### src/rtl/pipeline_step_ctrl.sv
// Pipeline step sequencer: run / single-step / halt control for the pipeline latch bank.
// Folds hazard stall and branch flush requests into per-latch write enables and flushes.
module pipeline_step_ctrl #(
  parameter int unsigned CNT_W = 32
) (
  input  logic             clk,
  input  logic             reset,
  input  logic             run_req,
  input  logic             step_req,
  input  logic             stop_req,
  input  logic             clear_req,
  input  logic             halt_wb,
  input  logic             hazard_stall,
  input  logic             branch_flush,
  output logic             pc_we,
  output logic             if_id_we,
  output logic             id_ex_we,
  output logic             ex_mem_we,
  output logic             mem_wb_we,
  output logic             if_id_flush,
  output logic             id_ex_flush,
  output logic             running,
  output logic             halted,
  output logic [CNT_W-1:0] cycle_cnt
);

  typedef enum logic [1:0] {
    StIdle,
    StRun,
    StStep,
    StHalted
  } state_e;

  state_e           state_q, state_d;
  logic             run_prev_q, step_prev_q;
  logic             armed_q;
  logic             advance_q, advance_d;
  logic             running_q, running_d;
  logic             halted_q, halted_d;
  logic [CNT_W-1:0] cnt_q, cnt_d;
  logic             run_rise, step_rise;

  // armed_q masks the first edge after reset so a request already high is not seen as a rise.
  assign run_rise  = run_req & ~run_prev_q & armed_q;
  assign step_rise = step_req & ~step_prev_q & armed_q;

  always_ff @(posedge clk or negedge reset) begin
    if (!reset) begin
      state_q <= StIdle;
    end else begin
      state_q <= state_d;
    end
  end

  always_ff @(posedge clk or negedge reset) begin
    if (!reset) begin
      run_prev_q  <= 1'b0;
      step_prev_q <= 1'b0;
      armed_q     <= 1'b0;
      advance_q   <= 1'b0;
      running_q   <= 1'b0;
      halted_q    <= 1'b0;
      cnt_q       <= '0;
    end else begin
      run_prev_q  <= run_req;
      step_prev_q <= step_req;
      armed_q     <= 1'b1;
      advance_q   <= advance_d;
      running_q   <= running_d;
      halted_q    <= halted_d;
      cnt_q       <= cnt_d;
    end
  end

  always_comb begin
    state_d = state_q;
    unique case (state_q)
      StIdle: begin
        if (run_rise) begin
          state_d = StRun;
        end else if (step_rise) begin
          state_d = StStep;
        end
      end
      StRun: begin
        if (halt_wb && advance_q) begin
          state_d = StHalted;
        end else if (stop_req) begin
          state_d = StIdle;
        end
      end
      StStep: begin
        state_d = halt_wb ? StHalted : StIdle;
      end
      StHalted: begin
        if (clear_req) begin
          state_d = StIdle;
        end
      end
      default: state_d = StIdle;
    endcase
  end

  always_comb begin
    advance_d = (state_d == StRun) || (state_d == StStep);
    running_d = (state_d == StRun);
    halted_d  = (state_d == StHalted);
  end

  // Counter wraps silently; clear only takes effect out of HALTED.
  always_comb begin
    cnt_d = cnt_q;
    if (advance_q) begin
      cnt_d = cnt_q + CNT_W'(1);
    end
    if ((state_q == StHalted) && clear_req) begin
      cnt_d = '0;
    end
  end

  always_comb begin
    pc_we       = advance_q & ~hazard_stall;
    if_id_we    = advance_q & ~hazard_stall;
    id_ex_we    = advance_q;
    ex_mem_we   = advance_q;
    mem_wb_we   = advance_q;
    id_ex_flush = advance_q & hazard_stall;
    if_id_flush = advance_q & branch_flush & ~hazard_stall;
    running     = running_q;
    halted      = halted_q;
    cycle_cnt   = cnt_q;
  end

endmodule

### config.mk
export PLATFORM = sky130hd
export DESIGN_NAME = pipeline_step_ctrl
export DESIGN_NICKNAME = d
export VERILOG_FILES = /design/src/rtl/pipeline_step_ctrl.sv
export SDC_FILE = /design/constraint.sdc
export NUM_CORES = 1
export LEC_CHECK = 0
export CAP_MARGIN = 20
export CORE_MARGIN = 3
export CORE_UTILIZATION = 33
export DETAILED_ROUTE_END_ITERATION = 8
export GPL_TIMING_DRIVEN = 0
export PLACE_DENSITY = 0.67
export SETUP_SLACK_MARGIN = 0.2
export SYNTH_ARGS = -nofsm -noshare
export SYNTH_HDL_FRONTEND = slang
export SYNTH_SLANG_ARGS = --single-unit
export TNS_END_PERCENT = 30
### constraint.sdc
create_clock -name clk -period 2 [get_ports clk]
set_clock_uncertainty 0.1 [all_clocks]
set_input_delay 0.3 -clock clk [delete_from_list [all_inputs] [get_ports clk]]
set_output_delay 0.3 -clock clk [all_outputs]
set_load 0.01 [all_outputs]
# Word level (Yosys, flattened, before mapping)
# Cells that the tools add are included.
[classes]
addsub = 1
n_mul = 0
div_mod_pow = 0
magnitude_cmp = 0
n_eq_ne = 6
shifts = 0
mux = 9
bitwise = 11
n_reduce_logical = 5
[op_table]
columns = ["op", "count"]
rows = [
  ["two-way mux 32 bit", 2],
  ["adder 32 x 1 -> 32 bit (second input constant)", 1],
  ["two-way mux 2 bit", 6],
  ["bitwise AND 1 bit", 8],
  ["== test 2 bit (second input constant)", 4],
  ["case mux 2 bit (4 select lines)", 1],
  ["== test 2 x 1 -> 1 bit (second input constant)", 2],
  ["NOT 1 bit", 3],
  ["logical AND 1 bit", 2],
  ["zero test 2 bit", 1],
  ["nonzero test 2 bit", 1],
  ["logical OR 1 bit", 1],
]
[totals]
ff_bits = 40
latch_bits = 0
mem_bits_rw = 0
mem_bits_ro = 0
mem_count = 0

# Logic depth before layout (Yosys ltp)
# Gate-level depths: netlist of the first run.
[logic_depth]
depth_word = 8
depth_mapped = 6

# Worst setup path before layout of the first run
# OpenSTA, ideal clock, no wires.
[synth_path]
kind = "register -> register"
from = "reg cnt_q[0], in the netlist cycle_cnt[0]"
to = "reg cnt_q[20], in the netlist cycle_cnt[20]"
setup_time_ns = 0.078
arrival_ns = 1.979
required_ns = 1.822
path_slack_ns = -0.157
path_stages_with_launch = 7
path_buffers = 1
period_less_slack_ns = 2.157
path_cell_list = "dfrtp_1 ha_1 nand4_2 or3_1 clkbuf_1 or4_1 a21oi_1"
[synth_between]
elab_chain_cells = 3
[synth_rtl]
columns = ["item", "line_no", "rtl"]
rows = [
  ["start, declared", "40", "logic [CNT_W-1:0] cnt_q, cnt_d;"],
  ["start signal, assigned", "71", "cnt_q <= cnt_d;"],
  ["adder 32 x 1 -> 32 bit", "114", "cnt_d = cnt_q + CNT_W'(1);"],
  ["two-way mux 32 bit", "113", "if (advance_q) begin"],
  ["two-way mux 32 bit", "116", "if ((state_q == StHalted) && clear_req) begin"],
]
# No other way between the ends. The select of a mux whose other input is x is not followed.
# A chain may end at the register's enable or synchronous reset.

# Final worst setup path of the first run
# Same ends and word-level chain as after synthesis.

==> results of run 1 <==
-- sequential cells by signal, summed over array words and instances, names as in the netlist --
signal / flops
state_q: 2
armed_q: 1
ex_mem_we: 1
running: 1
cycle_cnt: 32
halted: 1
run_prev_q: 1
step_prev_q: 1
-- layout by cell type, fill, tap and decap left out, drive strengths merged, types with 3 or more instances in the layout --
cell and instances:
nor4 3, bufinv 3, o31ai 9, a21oi 16, mux2i 3, nor2 15, clkbuf 9, or4 12
dlymetal6s2s 9, o21ai 7, and4 6, dfrtp 40, inv 6, buf 55, or3 9, xnor2 6
ha 3, xor2 6, clkdlybuf4s50 33, and2 4, nand3 9, nand2 15, nand4 17
-- worst register-to-register path, delay by kind of cell, from the launching register on --
kind	cells	cell delay, ps
DFF	1	410
adders and majority gates	1	180
AOI/OAI and AO/OA	1	130
buffers and inverters	1	140
and+or+nand+nor	3	940
-- logic make-up after synthesis --
| kind of cell | share of synthesized area, % |
|---|---|
| AOI/OAI and AO/OA | 12.0 |
| xor gates and xnor gates | 5.00 |
| adders and majority gates | 1.78 |
| buffers and inverters | 3.81 |
| DFF | 47.6 |
| muxes | 1.96 |
| other | 0.178 |
| and+or+nand+nor | 27.7 |
-- area by class of cell --
type                       instances  area [µm²]  area share, %
inverter                           6        30.0          0.876
timing repair buffer              92         857           25.0
sequential                        40        1020           29.8
tap                               75        93.8           2.74
clock inverter                     3        90.1           2.63
clock buffer                       5        68.8           2.01
multi-input combinational        157        1170           34.1
buffer                            11        97.6           2.85
-- power by group --
group          internal [mW]  leakage, nW  switching [mW]
Sequential              1.18        0.487           0.467
Clock                  0.625       0.0784           0.306
Combinational           1.47        0.923            1.09
-- stage by stage --
stage / cell area, µm² / setup slack, ps / power, mW
global placement: 2740 / -685 / 3.44
detailed placement: 2750 / -513 / 3.49
finish: 3430 / 43.9 / 5.15
CTS: 3250 / 50.5 / 4.94
global route: 3430 / -40.2 / 5.45
floorplan: 2150 / 4.79 / 2.46
-- layer usage --
metal,track usage (%),up-vias,share of wire (%)
met5,0,-,0
met4,4.03,0,0.70
met3,3.17,4,5.0
met2,29.3,70,49
met1,25.3,1025,45
li1,-,997,-
-- timing repair --
item | in CTS | in global routing
pin swaps | 11 | 15
setup endpoints to repair | 41 | 47
hold buffers | 1 | 0
setup buffers | 36 | 5
resized for setup | 34 | 55
endpoints found under the hold margin | 40 | 0
-- path summary, 6_finish.rpt --
kind	cells past startpoint	slack, ps	endpoint
max in group asynchronous	3	1160	cycle_cnt[3]$_DFFE_PN0P_
hold / removal	2	230	cycle_cnt[7]$_DFFE_PN0P_
min in group clk	1	400	run_prev_q$_DFF_PN0_
hold reg to reg	2	460	cycle_cnt[31]$_DFFE_PN0P_
setup reg to reg	6	40	cycle_cnt[20]$_DFFE_PN0P_
setup / recovery	6	40	cycle_cnt[20]$_DFFE_PN0P_
==> results.ini, run 1 <==
[setup_path]
cp-end-kind=register
cp_max_fo=7
slowest_stage=or4_1
startpoint=cycle_cnt[0]$_DFFE_PN0P_
critPathTopFamily=simple AND/OR/NAND/NOR gates
cp_cell_sequence=ha_4 > nand4_4 > or3_4 > buf_8 > or4_1 > a21oi_1
crit_required_ps=2130
slowest_delay_ps=450
crit_buf_inv=1
cp-start-kind=register
rr_startpoint=cycle_cnt[0]$_DFFE_PN0P_
worst-setup-path-type=reg -> reg
arrival_ps=2080

[routing]
drc_errors=0
drt_iter0_markers=110
routed_via_density=5.39
ant_nets=0
firstDrtPassIters=4
vias=2096
wl_per_cell_um=16.6
finalWirelength_mm=6.45

[power_and_ir_drop]
vdd_drop_max_mv=0.926
p_leak_nw=1.49
p_per_area_nw_per_um2=1500

[floorplanning]
initial_core_util_pct=34.7
die_area_um2=7370
rows=28
fp.dieW_um=85.8
io_pins=50
chipHeight_um=85.8
core_area_um2=6060

[grt]
grt_pass1_vias=2099
antenna_found_initial=0
track_usage_pct=18.1
grt_max_degree=40
grt_pass1_wl_mm=10.4
grt_overflow=0

[clock_tree]
tritoncts=yes
numCtsBuffers=5
htreeDepth=2
clkTransAtPathRegs_ps=90
cts.path.max_buffers=2
worstSkewPairLatency_ps=300
root_buffer=clkbuf_8
cts.sinks=40

[synth]
async_flop_share_pct=100
synth_cell_types=41
synth_seq_cells=40
yosysWarnings=0
netlist_area_um2=2100
synth.most_common_cell=dfrtp_1
syn_inst=214
yosysTopAreaCellShare_pct=47.6
synth_common_cells=dfrtp_1 (40), a21oi_1 (16), nand2_1 (15), nor2_1 (15), nand4_1 (14)
synth_top_cell_by_area=dfrtp_1
synth_nets=226
yosysSeqAreaShare_pct=47.6
synthTopCellsByArea=dfrtp_1 (48%), nand4_1 (4.2%), or4_1 (3.9%)
postSynthAreaPerCell_um2=9.83
synth-main-ff-cell=dfrtp_1
synth_edf_count=0

[layout]
syn_to_final_growth_pct=62.9
n_fill_cell=516
stdcell_count=389
num_antenna_cells=0
layout-drive-gt1-share_pct=36.0
final_nets=325
final_util_pct=56.5

[run_status]
status=finished clean

[sta]
fin_crit_ps=1960
hold_viol=0
fin_tns_setup_ps=0
slew_viol_final=0
rsz0062_at_grt=yes
finalSetupViolCount=0
fmax_mhz=511
fin_crit_sh_pct=97.8
hold_slack_ps=233

[min_path]
hold_class=in -> async

[job]
drv_cap=0

[placed_design]
placed_cells=339
gp_congestion=0.858
dp_hpwl_mm=3.95
portBuffers=49

Note: power is estimated with default switching activity, not from simulation.
==> inputs of run 2 (changes only) <==
--- a/config.mk
+++ b/config.mk
@@ -6,6 +6,7 @@
 export NUM_CORES = 1
 export LEC_CHECK = 0
 export CAP_MARGIN = 20
+export CORE_ASPECT_RATIO = 2
 export CORE_MARGIN = 3
 export CORE_UTILIZATION = 33
 export DETAILED_ROUTE_END_ITERATION = 8
==> run 2 against run 1 <==
Against the previous run:
- utilization is 1.6 points lower
- sequential share of layout area is 0.64 points higher
- register-to-register slack worse by 40 ps
- clock power hardly changed
- sequential power is 5% higher
- critical path type unchanged
- largest power group unchanged
==> results.ini, run 2 (synthesis results as in run 1) <==
[placed_design]
placed_cell_area_um2=2760  ; +0.41%
gp_congestion=0.902  ; +5.1%
place_ws_ps=-571  ; -57.5 ps
portBuffers=49  ; unchanged
dp_hpwl_mm=4.21  ; +6.6%

[grt]
grt_pass1_vias=2128  ; +1.4%
grt_overflow=0  ; unchanged
grt_pass1_wl_mm=10.5  ; +0.40%
track_usage_pct=17.9  ; -0.22 points
grt_max_degree=26  ; -35%
antenna_found_initial=0  ; unchanged

[min_path]
hold_class=in -> async

[routing]
finalWirelength_mm=6.32  ; -2.0%
routed_via_density=5.44  ; +1.0%
firstDrtPassIters=4  ; unchanged
wl_per_cell_um=16.3  ; -1.5%
drc_errors=0  ; unchanged
drt_iter0_markers=133  ; +21%
ant_nets=0  ; unchanged
vias=2106  ; +0.48%

[setup_path]
crit_required_ps=2110  ; -20 ps
reg2reg_to=cycle_cnt[29]$_DFFE_PN0P_
rr_startpoint=cycle_cnt[11]$_DFFE_PN0P_
worst-setup-path-type=reg -> reg
cp-end-kind=register
arrival_ps=2110  ; +30 ps
reg2regPathDepth=6  ; unchanged
cp_max_fo=5  ; -2
cp-start-kind=register
rrSetupSlack_ps=2  ; -40 ps

[layout]
multiInputGateArea_um2=1170  ; -0.32%
syn_to_final_growth_pct=59.5
mostFrequentLayoutCells=clkdlybuf4s50_1 (39), buf_4 (30), dfrtp_1 (25)
final_common_cell=clkdlybuf4s50_1
final_nets=314  ; -3.4%
layout-drive-gt1-share_pct=34.3  ; -1.7 points
num_antenna_cells=0  ; unchanged
seqCellArea_um2=1020  ; unchanged
n_fill_cell=567  ; +9.9%
final_util_pct=54.9  ; -1.6 points
largest_register_ff_count=32  ; unchanged
fin_area_um2=3350  ; -2.1%

[run_status]
status=finished clean

[sta]
hold_viol=0  ; unchanged
hold_slack_ps=377  ; +144 ps
finalSetupViolCount=0  ; unchanged
rsz0062_at_grt=yes
fmax_mhz=500  ; -2.1%
fin_crit_ps=2000  ; +41.9 ps
fin_ws_ps=1.98  ; -41.9 ps
slew_viol_final=0  ; unchanged
fin_crit_sh_pct=99.9  ; +2.1 points

[clock_tree]
cts.path.max_buffers=2  ; unchanged
numCtsBuffers=5  ; unchanged
htreeDepth=2  ; unchanged
root_buffer=clkbuf_16
tritoncts=yes
clkTransAtPathRegs_ps=60  ; -30 ps
worstSkewPairLatency_ps=290  ; about the same
cts.sinks=40  ; unchanged

[floorplanning]
die_area_um2=7430  ; +0.78%
io_pins=50  ; unchanged
chipHeight_um=119  ; +39%
initial_core_util_pct=34.4  ; -0.26 points
rows=40  ; +43%
fp.dieW_um=62.5  ; -27%
core_area_um2=6110  ; +0.74%

[job]
drv_cap=0  ; unchanged

[power_and_ir_drop]
vdd_drop_max_mv=0.808  ; -13%
p_leak_nw=1.34  ; -10%
p_per_area_nw_per_um2=1500  ; about the same
total_power_mw=5.04  ; -2.0%

==> run 2: how the worst max path moves through the flow <==
stage	slack (ps)	end	startpoint
3_5_place_dp	-570	if_id_flush	ex_mem_we$_DFF_PN0_
2_1_floorplan	5	cycle_cnt[25]$_DFFE_PN0P_	cycle_cnt[11]$_DFFE_PN0P_
5_1_grt	-70	cycle_cnt[29]$_DFFE_PN0P_	cycle_cnt[11]$_DFFE_PN0P_
3_3_place_gp	-670	cycle_cnt[5]$_DFFE_PN0P_	reset
6_report	2	cycle_cnt[29]$_DFFE_PN0P_	cycle_cnt[11]$_DFFE_PN0P_
4_1_cts	-10	cycle_cnt[25]$_DFFE_PN0P_	cycle_cnt[11]$_DFFE_PN0P_
==> run 2: area by class of cell <==
cell class                 instances  share of cell area [%]
buffer                            11                    3.02
clock buffer                       5                    3.73
clock inverter                     3                    1.38
inverter                           6                   0.895
multi-input combinational        157                    34.8
sequential                        40                    30.4
tap                               84                    3.13
timing repair buffer              81                    22.7
==> run 2: what timing repair did <==
action | 4_1_cts | 5_1_grt
endpoints found under the setup margin | 39 | 23
gates cloned | 1 | 0
endpoints found under the hold margin | 15 | 0
buffers inserted | 22 | 7
hold buffers | 1 | 0
resized for setup | 49 | 33
pin swaps | 18 | 15
==> run 2: worst max-delay path: stages (launching register included) <==
cell and delay (ps):
dfrtp_1 370, buf_6 130, nand4_4 80, or4_4 550, buf_6 140, or4_4 410, a21oi_2 140
==> run 2: power breakdown <==
part	leakage, nW	internal (mW)	switching, mW
registers	0.487	1.19	0.540
clock network	0.0804	0.593	0.336
logic	0.768	1.41	0.980
total	1.34	3.19	1.86
==> run 2: layer usage <==
layer	global-route usage, %	vias up	part of all wire, %
li1	-	983	-
met1	18.5	1041	36
met2	34.0	62	56
met3	2.83	20	4.5
met4	8.30	0	4.1
met5	0	-	0
==> run 2: through the flow <==
step / setup TNS [ps] / instances
floorplan: 0 / 214
global placement: -26370 / 347
detailed placement: -5410 / 348
CTS: -14.7 / 380
global route: -292 / 387
finish: 0 / 387
